<file path="src/rtl/dmem_copy_engine.sv">
// Block mover on the data-memory port: COPY (read then write per word) or FILL (write constant per word).
// Latency start edge -> done: COPY 2N+1, FILL N+1, zero-length or misaligned 1 cycle.
// No backpressure: memory is single-cycle; start is accepted only in IDLE, never queued.
module dmem_copy_engine #(
    parameter int LEN_WIDTH  = 8,
    parameter int WORD_BYTES = 4
) (
    input  logic                 clk,
    input  logic                 reset,
    input  logic                 start,
    input  logic                 mode,
    input  logic [31:0]          src_addr,
    input  logic [31:0]          dst_addr,
    input  logic [LEN_WIDTH-1:0] len_words,
    input  logic [31:0]          fill_value,
    output logic                 busy,
    output logic                 done,
    output logic                 err,
    output logic                 MemRead,
    output logic                 MemWrite,
    output logic [31:0]          Address,
    output logic [31:0]          Write_data,
    input  logic [31:0]          Read_data
);

    typedef enum logic [1:0] {S_IDLE, S_READ, S_WRITE, S_DONE} state_t;

    state_t               state_q, state_d;
    logic                 armed_q;
    logic                 mode_q, mode_d;
    logic [31:0]          src_q, src_d;
    logic [31:0]          dst_q, dst_d;
    logic [LEN_WIDTH-1:0] cnt_q, cnt_d;
    logic [31:0]          buf_q, buf_d;
    logic [31:0]          fill_q, fill_d;
    logic                 err_d;

    logic                 busy_d, done_d, err_out_d, rd_d, wr_d;
    logic [31:0]          addr_d, wdata_d;

    // Next-state, datapath updates, and the output values for the coming cycle
    always_comb begin
        state_d = state_q;
        mode_d  = mode_q;
        src_d   = src_q;
        dst_d   = dst_q;
        cnt_d   = cnt_q;
        buf_d   = buf_q;
        fill_d  = fill_q;
        err_d   = 1'b0;

        case (state_q)
            S_IDLE: begin
                // armed_q masks a start coinciding with the reset-release edge
                if (start && armed_q) begin
                    mode_d = mode;
                    src_d  = src_addr;
                    dst_d  = dst_addr;
                    cnt_d  = len_words;
                    fill_d = fill_value;
                    if ((!mode && src_addr[1:0] != 2'b00) || dst_addr[1:0] != 2'b00) begin
                        err_d   = 1'b1;
                        state_d = S_DONE;
                    end else if (len_words == '0) begin
                        state_d = S_DONE;
                    end else if (!mode) begin
                        state_d = S_READ;
                    end else begin
                        state_d = S_WRITE;
                    end
                end
            end
            S_READ: begin
                buf_d   = Read_data;
                src_d   = src_q + 32'(WORD_BYTES);
                state_d = S_WRITE;
            end
            S_WRITE: begin
                dst_d = dst_q + 32'(WORD_BYTES);
                cnt_d = cnt_q - LEN_WIDTH'(1);
                if (cnt_q == LEN_WIDTH'(1)) begin
                    state_d = S_DONE;
                end else if (!mode_q) begin
                    state_d = S_READ;
                end else begin
                    state_d = S_WRITE;
                end
            end
            S_DONE: begin
                state_d = S_IDLE;
            end
            default: begin
                state_d = S_IDLE;
            end
        endcase

        // Outputs are decoded from the next state so they can leave a flop directly
        rd_d      = (state_d == S_READ);
        wr_d      = (state_d == S_WRITE);
        busy_d    = rd_d || wr_d;
        done_d    = (state_d == S_DONE);
        err_out_d = done_d && err_d;
        addr_d    = rd_d ? src_d : (wr_d ? dst_d : 32'h0);
        wdata_d   = wr_d ? (mode_d ? fill_d : buf_d) : 32'h0;
    end

    // State, command registers and registered bus outputs
    always_ff @(posedge clk or negedge reset) begin
        if (!reset) begin
            state_q    <= S_IDLE;
            armed_q    <= 1'b0;
            mode_q     <= 1'b0;
            src_q      <= 32'h0;
            dst_q      <= 32'h0;
            cnt_q      <= '0;
            buf_q      <= 32'h0;
            fill_q     <= 32'h0;
            busy       <= 1'b0;
            done       <= 1'b0;
            err        <= 1'b0;
            MemRead    <= 1'b0;
            MemWrite   <= 1'b0;
            Address    <= 32'h0;
            Write_data <= 32'h0;
        end else begin
            state_q    <= state_d;
            armed_q    <= 1'b1;
            mode_q     <= mode_d;
            src_q      <= src_d;
            dst_q      <= dst_d;
            cnt_q      <= cnt_d;
            buf_q      <= buf_d;
            fill_q     <= fill_d;
            busy       <= busy_d;
            done       <= done_d;
            err        <= err_out_d;
            MemRead    <= rd_d;
            MemWrite   <= wr_d;
            Address    <= addr_d;
            Write_data <= wdata_d;
        end
    end

endmodule

</file>
<file path="config.mk">
export PLATFORM = sky130hd
export DESIGN_NAME = dmem_copy_engine
export DESIGN_NICKNAME = d
export VERILOG_FILES = /design/src/rtl/dmem_copy_engine.sv
export SDC_FILE = /design/constraint.sdc
export NUM_CORES = 1
export LEC_CHECK = 0
export BUFFER_PORTS_ARGS = -buffer_cell sky130_fd_sc_hd__buf_2
export CAP_MARGIN = 20
export CORE_AREA = 2 2 133 135
export CTS_CLUSTER_SIZE = 14
export DETAILED_ROUTE_END_ITERATION = 16
export DIE_AREA = 0 0 135 137
export PLACE_DENSITY_LB_ADDON = 0.12
export SETUP_SLACK_MARGIN = 0.02
export SLEW_MARGIN = 20
export SYNTH_ARGS = -nofsm -noshare
export SYNTH_HDL_FRONTEND = slang
export SYNTH_SLANG_ARGS = --single-unit
</file>
<file path="constraint.sdc">
create_clock -name clk -period 8.8 [get_ports clk]
set_clock_uncertainty 0.1 [all_clocks]
set_input_delay 0 -clock clk [delete_from_list [all_inputs] [get_ports clk]]
set_output_delay 0 -clock clk [all_outputs]
set_load 0.02 [all_outputs]
</file>
== Word-level counts from Yosys, hierarchy flattened ==
Index checks and enable logic that the tools add are counted.

* Bits in registers: 209
* Input port bits: 140
* Output and inout port bits: 69
* Word-level logic and storage cells: 63

* Add/subtract/negate cells: 3
* Equality and inequality tests: 8
* Muxes and demuxes: 25
* Reduce and logical (&&, ||, !) cells: 12

{| class="wikitable"
|+ Operator list
! cell !! number
|-
| 32-bit 2-to-1 mux || 9
|-
| 32-bit case mux with 2 select lines || 2
|-
| 32-bit by 3-bit adder with 32-bit output (second input constant) || 2
|-
| 8-bit case mux with 2 select lines || 1
|-
| 2-bit 2-to-1 mux || 6
|-
| 2-bit == test (second input constant) || 4
|-
| 8-bit by 1-bit == test with 1-bit output (second input constant) || 1
|-
| 8-bit zero test || 1
|-
| 8-bit 2-to-1 mux || 1
|-
| 2-bit case mux with 4 select lines || 1
|-
| 8-bit by 1-bit subtractor with 8-bit output (second input constant) || 1
|-
| 2-bit nonzero test || 3
|-
| 1-bit 2-to-1 mux || 5
|-
| 2-bit by 1-bit == test with 1-bit output (second input constant) || 2
|-
| 1-bit logical AND || 3
|-
| 2-bit zero test || 1
|-
| 1-bit logical OR || 2
|-
| 2-bit inequality test (second input constant) || 1
|-
| 2-bit AND reduction || 1
|-
| 1-bit zero test || 1
|}

== Logic depth before layout (Yosys ltp) ==
* Depth in word-level cells: 9
* Depth in mapped cells: 14
* Gate-level depth less buffers: 10

== Least setup slack after synthesis ==
No wires, ideal clock.

* Path kind: reg2reg
* Start point: register state_q[1]
* End point: register Address[20]
* Data arrival time: 2.864 ns
* Path slack: 5.767 ns
* Stages on the path, launching flop included: 15
* Path buffers: 6
* Clock period less this slack: 3.033 ns
* Cells stage by stage: dfrtp_1 -> clkbuf_1 -> nor3_1 -> clkbuf_1 -> clkbuf_1 -> o21ai_0 -> o2111ai_1 -> inv_1 -> ha_1 -> clkbuf_1 -> nor2b_1 -> clkbuf_1 -> clkbuf_1 -> o221ai_1 -> nand3_1

* Elaborated cells on any way between the ends: 12

{| class="wikitable"
|+ RTL lines
! item !! line !! source
|-
| start: declaration || 28 || <nowiki>state_t state_q, state_d;</nowiki>
|-
| start signal: assignment || 126 || <nowiki>state_q <= state_d;</nowiki>
|-
| 2-bit == test, or another cell as far along || 52 || <nowiki>case (state_q)</nowiki>
|-
| 2-bit case mux with 4 select lines * || 52 ||
|-
| named net state_d[1] || 28 ||
|-
| 2-bit by 1-bit == test with 1-bit output * || 98 || <nowiki>rd_d = (state_d == S_READ);</nowiki>
|-
| named net rd_d || 38 || <nowiki>logic busy_d, done_d, err_out_d, rd_d, wr_d;</nowiki>
|-
| 32-bit 2-to-1 mux * || 103 || <nowiki>addr_d = rd_d ? src_d : (wr_d ? dst_d : 32'h0);</nowiki>
|-
| named net addr_d[20] || 39 || <nowiki>logic [31:0] addr_d, wdata_d;</nowiki>
|-
| end signal: assignment || 139 || <nowiki>Address <= addr_d;</nowiki>
|-
| end: declaration || 21 || <nowiki>output logic [31:0] Address,</nowiki>
|}

Mark *: on every way through the listed nets, which the timed path passes. The rest lies on a longest branch.
A chain may end at the register's enable or synchronous reset.

== Worst setup path after layout ==
* Start point: register state_q[1]
* End point: register Address[20]

* Cells in the longest elaborated chain, start to end: 5
* Elaborated cells on any way between the ends: 12

{| class="wikitable"
|+ Ends and longest elaborated chain
! item !! line !! source
|-
| 2-bit == test, or another cell as far along || 52 ||
|-
| 2-bit case mux with 4 select lines * || 52 ||
|-
| named net state_d[1] || 28 ||
|-
| 2-bit == test * || 99 || <nowiki>wr_d = (state_d == S_WRITE);</nowiki>
|-
| named net wr_d || 38 ||
|-
| 32-bit 2-to-1 mux * (2 in a row) || 103 ||
|-
| named net addr_d[20] || 39 ||
|}

Marked as above.

==> results.toml <==
[outcome]
run_status = "complete, no violations"

[placement]
globalplace.congestion = 0.9336
place.detailed.hpwl_um = 18880
postPlaceCellArea_um2 = 11060
port_buffer_count = 208

[timing]
final-hold-violation-count = 0
max_slew_margin = 0.2606
drv_slew = 0
setup_violations = 0
fin_setup_tns_ns = 0
final_cycle_utilization_of_the_critical_path = 0.4432
timing.hold.ws_ns = 0.05800
rsz0062_at_grt = "false"
max_freq_mhz = 256.4
tightestPinTransition_ns = 1.105
fin_crit_ns = 3.900

[clocking]
cts.path.max_buffers = 3
clock-sinks = 209
cts_made_buffers = 22
clock_tree.htree_level_count = 1
clock_pin_slew_on_the_worst_setup_and_hold_paths_ns = 0.06
cts_root_buffer = "sky130_fd_sc_hd__clkbuf_16"
tritoncts = "built"
clkLatencyLatePin_ns = 0.50
cts-resized-gates = 0

[floorplanning]
die_footprint_um2 = 18500
die_y_um = 137
floorplan.rows = 48
effective_utilization_at_floorplan = 0.5775
horizontal_extent_of_the_die_um = 135
design.portCount = 209
coreArea_um2 = 17060

[worst_setup_path]
cp_max_fo = 72
crit_start = "state_q[1]"
type_of_destination_of_the_critical_path = "flop"
worst_r2r_startpoint = "state_q[1]"
timing.critical_path.arrival_ns = 4.23
setup.worst_path.class = "flop to flop"
worstPathRequired_ns = 9.13
critical_path.startpoint_type = "flop"

[synth]
synth-compound-area-share = 0.1806
synth.cells.most_frequent = "sky130_fd_sc_hd__nand2_1 (330), sky130_fd_sc_hd__dfrtp_1 (209), sky130_fd_sc_hd__clkbuf_1 (58), sky130_fd_sc_hd__a21oi_1 (52), sky130_fd_sc_hd__nor2_1 (50)"
synth_area_leaders = "sky130_fd_sc_hd__dfrtp_1 (53%), sky130_fd_sc_hd__nand2_1 (13%), sky130_fd_sc_hd__a21oi_1 (2.6%), sky130_fd_sc_hd__a22o_1 (2.6%), sky130_fd_sc_hd__a21boi_0 (2.4%)"
number_of_warnings_reported_in_the_yosys_synthesis_log = 0
synthesis.area_um2 = 9849
syn_inst = 1084
yosysTopAreaCell = "sky130_fd_sc_hd__dfrtp_1"
synth_simple_gate_area_share = 0.2270
dominant_combinational_cell_family_by_area_after_synthesis = "simple AND/OR/NAND/NOR gates"
yosys.area_share.xor_xnor = 0.0008892
synth.net_count = 1231
synth_top_area_share = 0.5310
synth-seq-cells = 209
ys_types = 73
yosysSeqAreaShare = 0.5310
post-synth-top-count-cell = "sky130_fd_sc_hd__nand2_1"
postSynthAreaPerCell_um2 = 9.086
share_of_synthesized_flip_flops_with_an_asynchronous_set_or_reset = 1.000
synth_edf_count = 0
synth_adder_area_share = 0.008892
synth.mux.area_fraction = 0.01651
ys_dominant_reg_cell = "sky130_fd_sc_hd__dfrtp_1"

[global_routing]
track_usage = 0.3420
grt_antenna_before_repair = 1
grt_max_degree = 78
remaining_overflow_grt = 0
grt_pass1_wl_um = 49460
grt_pass1_vias = 9508

[layout]
antenna-diode-count = 0
area_growth_syn_to_layout_pct = 34.10
n_fill_cell = 1155
fin_area_um2 = 13210
fin_nets = 1548
drive_gt1_frac = 0.1973

[drt]
drt_wl_total_um = 31650
route.vias.total = 9713
postRouteAntennaNets = 0
detail_route.first_pass.iterations = 5
drc = 0
detail_route.iter0.violations = 783
drt-vias-per-instance = 5.926
avg_wl_per_cell_um = 19.31

[power]
total_leakage_power_nw = 6.347
design_power_total_mw = 4.673
maximum_vdd_drop_mv = 0.1916
power.density_nw_per_um2 = 353.8

[hold_path]
min_path_type = "primary input to flop"
worst_hold_startpoint = "dst_addr[21]"

[flow_run]
total_of_max_cap_violations = 0
## flip-flops by register name, indices dropped and copies added (netlist names)
name	count
MemRead	1
done	1
MemWrite	1
fill_q	32
busy	1
cnt_q	8
err	1
Write_data	32
buf_q	32
src_q	32
dst_q	32
Address	32
mode_q	1
armed_q	1
state_q	2
## routing by layer
metal | up-vias | wire, um | track usage
met5 | - | 13 | 0
met4 | 2 | 1232 | 0.1389
met3 | 92 | 2675 | 0.06000
met2 | 531 | 15640 | 0.5781
met1 | 4640 | 12090 | 0.4405
li1 | 4448 | - | -
## what timing repair did
action,CTS,global route
hold buffers,139,0
setup buffers,0,0
endpoints found under the hold margin,266,0
## power breakdown
group / total [mW] / internal, mW / switching (mW)
Sequential: 1.69 / 1.40 / 0.286
Clock: 0.950 / 0.584 / 0.366
Combinational: 2.03 / 0.713 / 1.32
## worst max-delay path, stage by stage (launching register included)
cell and delay [ns]:
sky130_fd_sc_hd__dfrtp_2 0.34, sky130_fd_sc_hd__buf_4 0.57, sky130_fd_sc_hd__nand2_1 0.53, sky130_fd_sc_hd__o2111ai_1 0.51, sky130_fd_sc_hd__ha_1 0.23, sky130_fd_sc_hd__buf_4 0.31, sky130_fd_sc_hd__nor2b_4 0.83, sky130_fd_sc_hd__o221ai_1 0.26
sky130_fd_sc_hd__nand3_1 0.12
## path summary, 6_finish.rpt
path / end / slack [ns] / cells after the start
hold reg to reg: buf_q[28] / 0.37 / 2
setup reg to reg: Address[20] / 4.90 / 8
min in group asynchronous: dst_q[2] / 0.51 / 4
hold / removal: dst_q[21] / 0.06 / 5
setup / recovery: Address[20] / 4.90 / 8
max in group asynchronous: cnt_q[5] / 6.35 / 5
## final cells by class
type / count / area, um2 / area share
clock inverter: 3 / 65.06 / 0.004926
sequential: 209 / 5231 / 0.3961
inverter: 20 / 75.07 / 0.005684
timing repair buffer: 363 / 2579 / 0.1952
clock buffer: 34 / 676.9 / 0.05125
multi-input combinational: 785 / 4299 / 0.3255
tap: 225 / 281.5 / 0.02131
## through the flow
stage / instances / setup WS [ns] / utilization
finish: 1639 / 4.900 / 0.7744
global route: 1639 / 4.616 / 0.7744
CTS: 1639 / 4.952 / 0.7744
detailed placement: 1463 / 4.968 / 0.6483
global placement: 1463 / 5.046 / 0.6483
floorplan: 1084 / 5.767 / -
## placed cells by master (no fill, tap or decap), types with 4 or more instances in the layout
cell,netlist,layout
sky130_fd_sc_hd__mux2i_1,14,14
sky130_fd_sc_hd__a32oi_1,5,5
sky130_fd_sc_hd__and2_1,7,7
sky130_fd_sc_hd__a22o_1,29,29
sky130_fd_sc_hd__or3_1,4,4
sky130_fd_sc_hd__dfrtp_1,209,208
sky130_fd_sc_hd__ha_1,7,7
sky130_fd_sc_hd__nor3_1,24,23
sky130_fd_sc_hd__a21boi_0,32,32
sky130_fd_sc_hd__o21ai_0,32,32
sky130_fd_sc_hd__nand4_1,14,14
sky130_fd_sc_hd__nand2_1,330,329
sky130_fd_sc_hd__nor4_1,8,8
sky130_fd_sc_hd__a22oi_1,8,8
sky130_fd_sc_hd__clkbuf_1,58,5
sky130_fd_sc_hd__nand3_1,30,30
sky130_fd_sc_hd__o22ai_1,23,23
sky130_fd_sc_hd__o22a_1,12,12
sky130_fd_sc_hd__o21a_1,4,4
sky130_fd_sc_hd__and3_1,9,9
sky130_fd_sc_hd__inv_1,20,19
sky130_fd_sc_hd__clkbuf_16,0,23
sky130_fd_sc_hd__buf_2,0,207
sky130_fd_sc_hd__nor2_1,50,49
sky130_fd_sc_hd__a21oi_1,52,51
sky130_fd_sc_hd__buf_4,1,16
sky130_fd_sc_hd__o31ai_1,5,5
sky130_fd_sc_hd__or4_1,5,5
sky130_fd_sc_hd__a31oi_1,9,9
sky130_fd_sc_hd__o211ai_1,4,4
sky130_fd_sc_hd__clkbuf_8,0,7
sky130_fd_sc_hd__a311oi_1,5,5
sky130_fd_sc_hd__dlygate4sd3_1,0,138
## cells by family after synthesis
family | Yosys count
other cells | 1
compound gates | 255
buf+inv | 90
fa+ha+maj | 7
flops | 209
mux | 16
xor+xnor | 1
simple gates | 505
(Power assumes the default switching activity.)
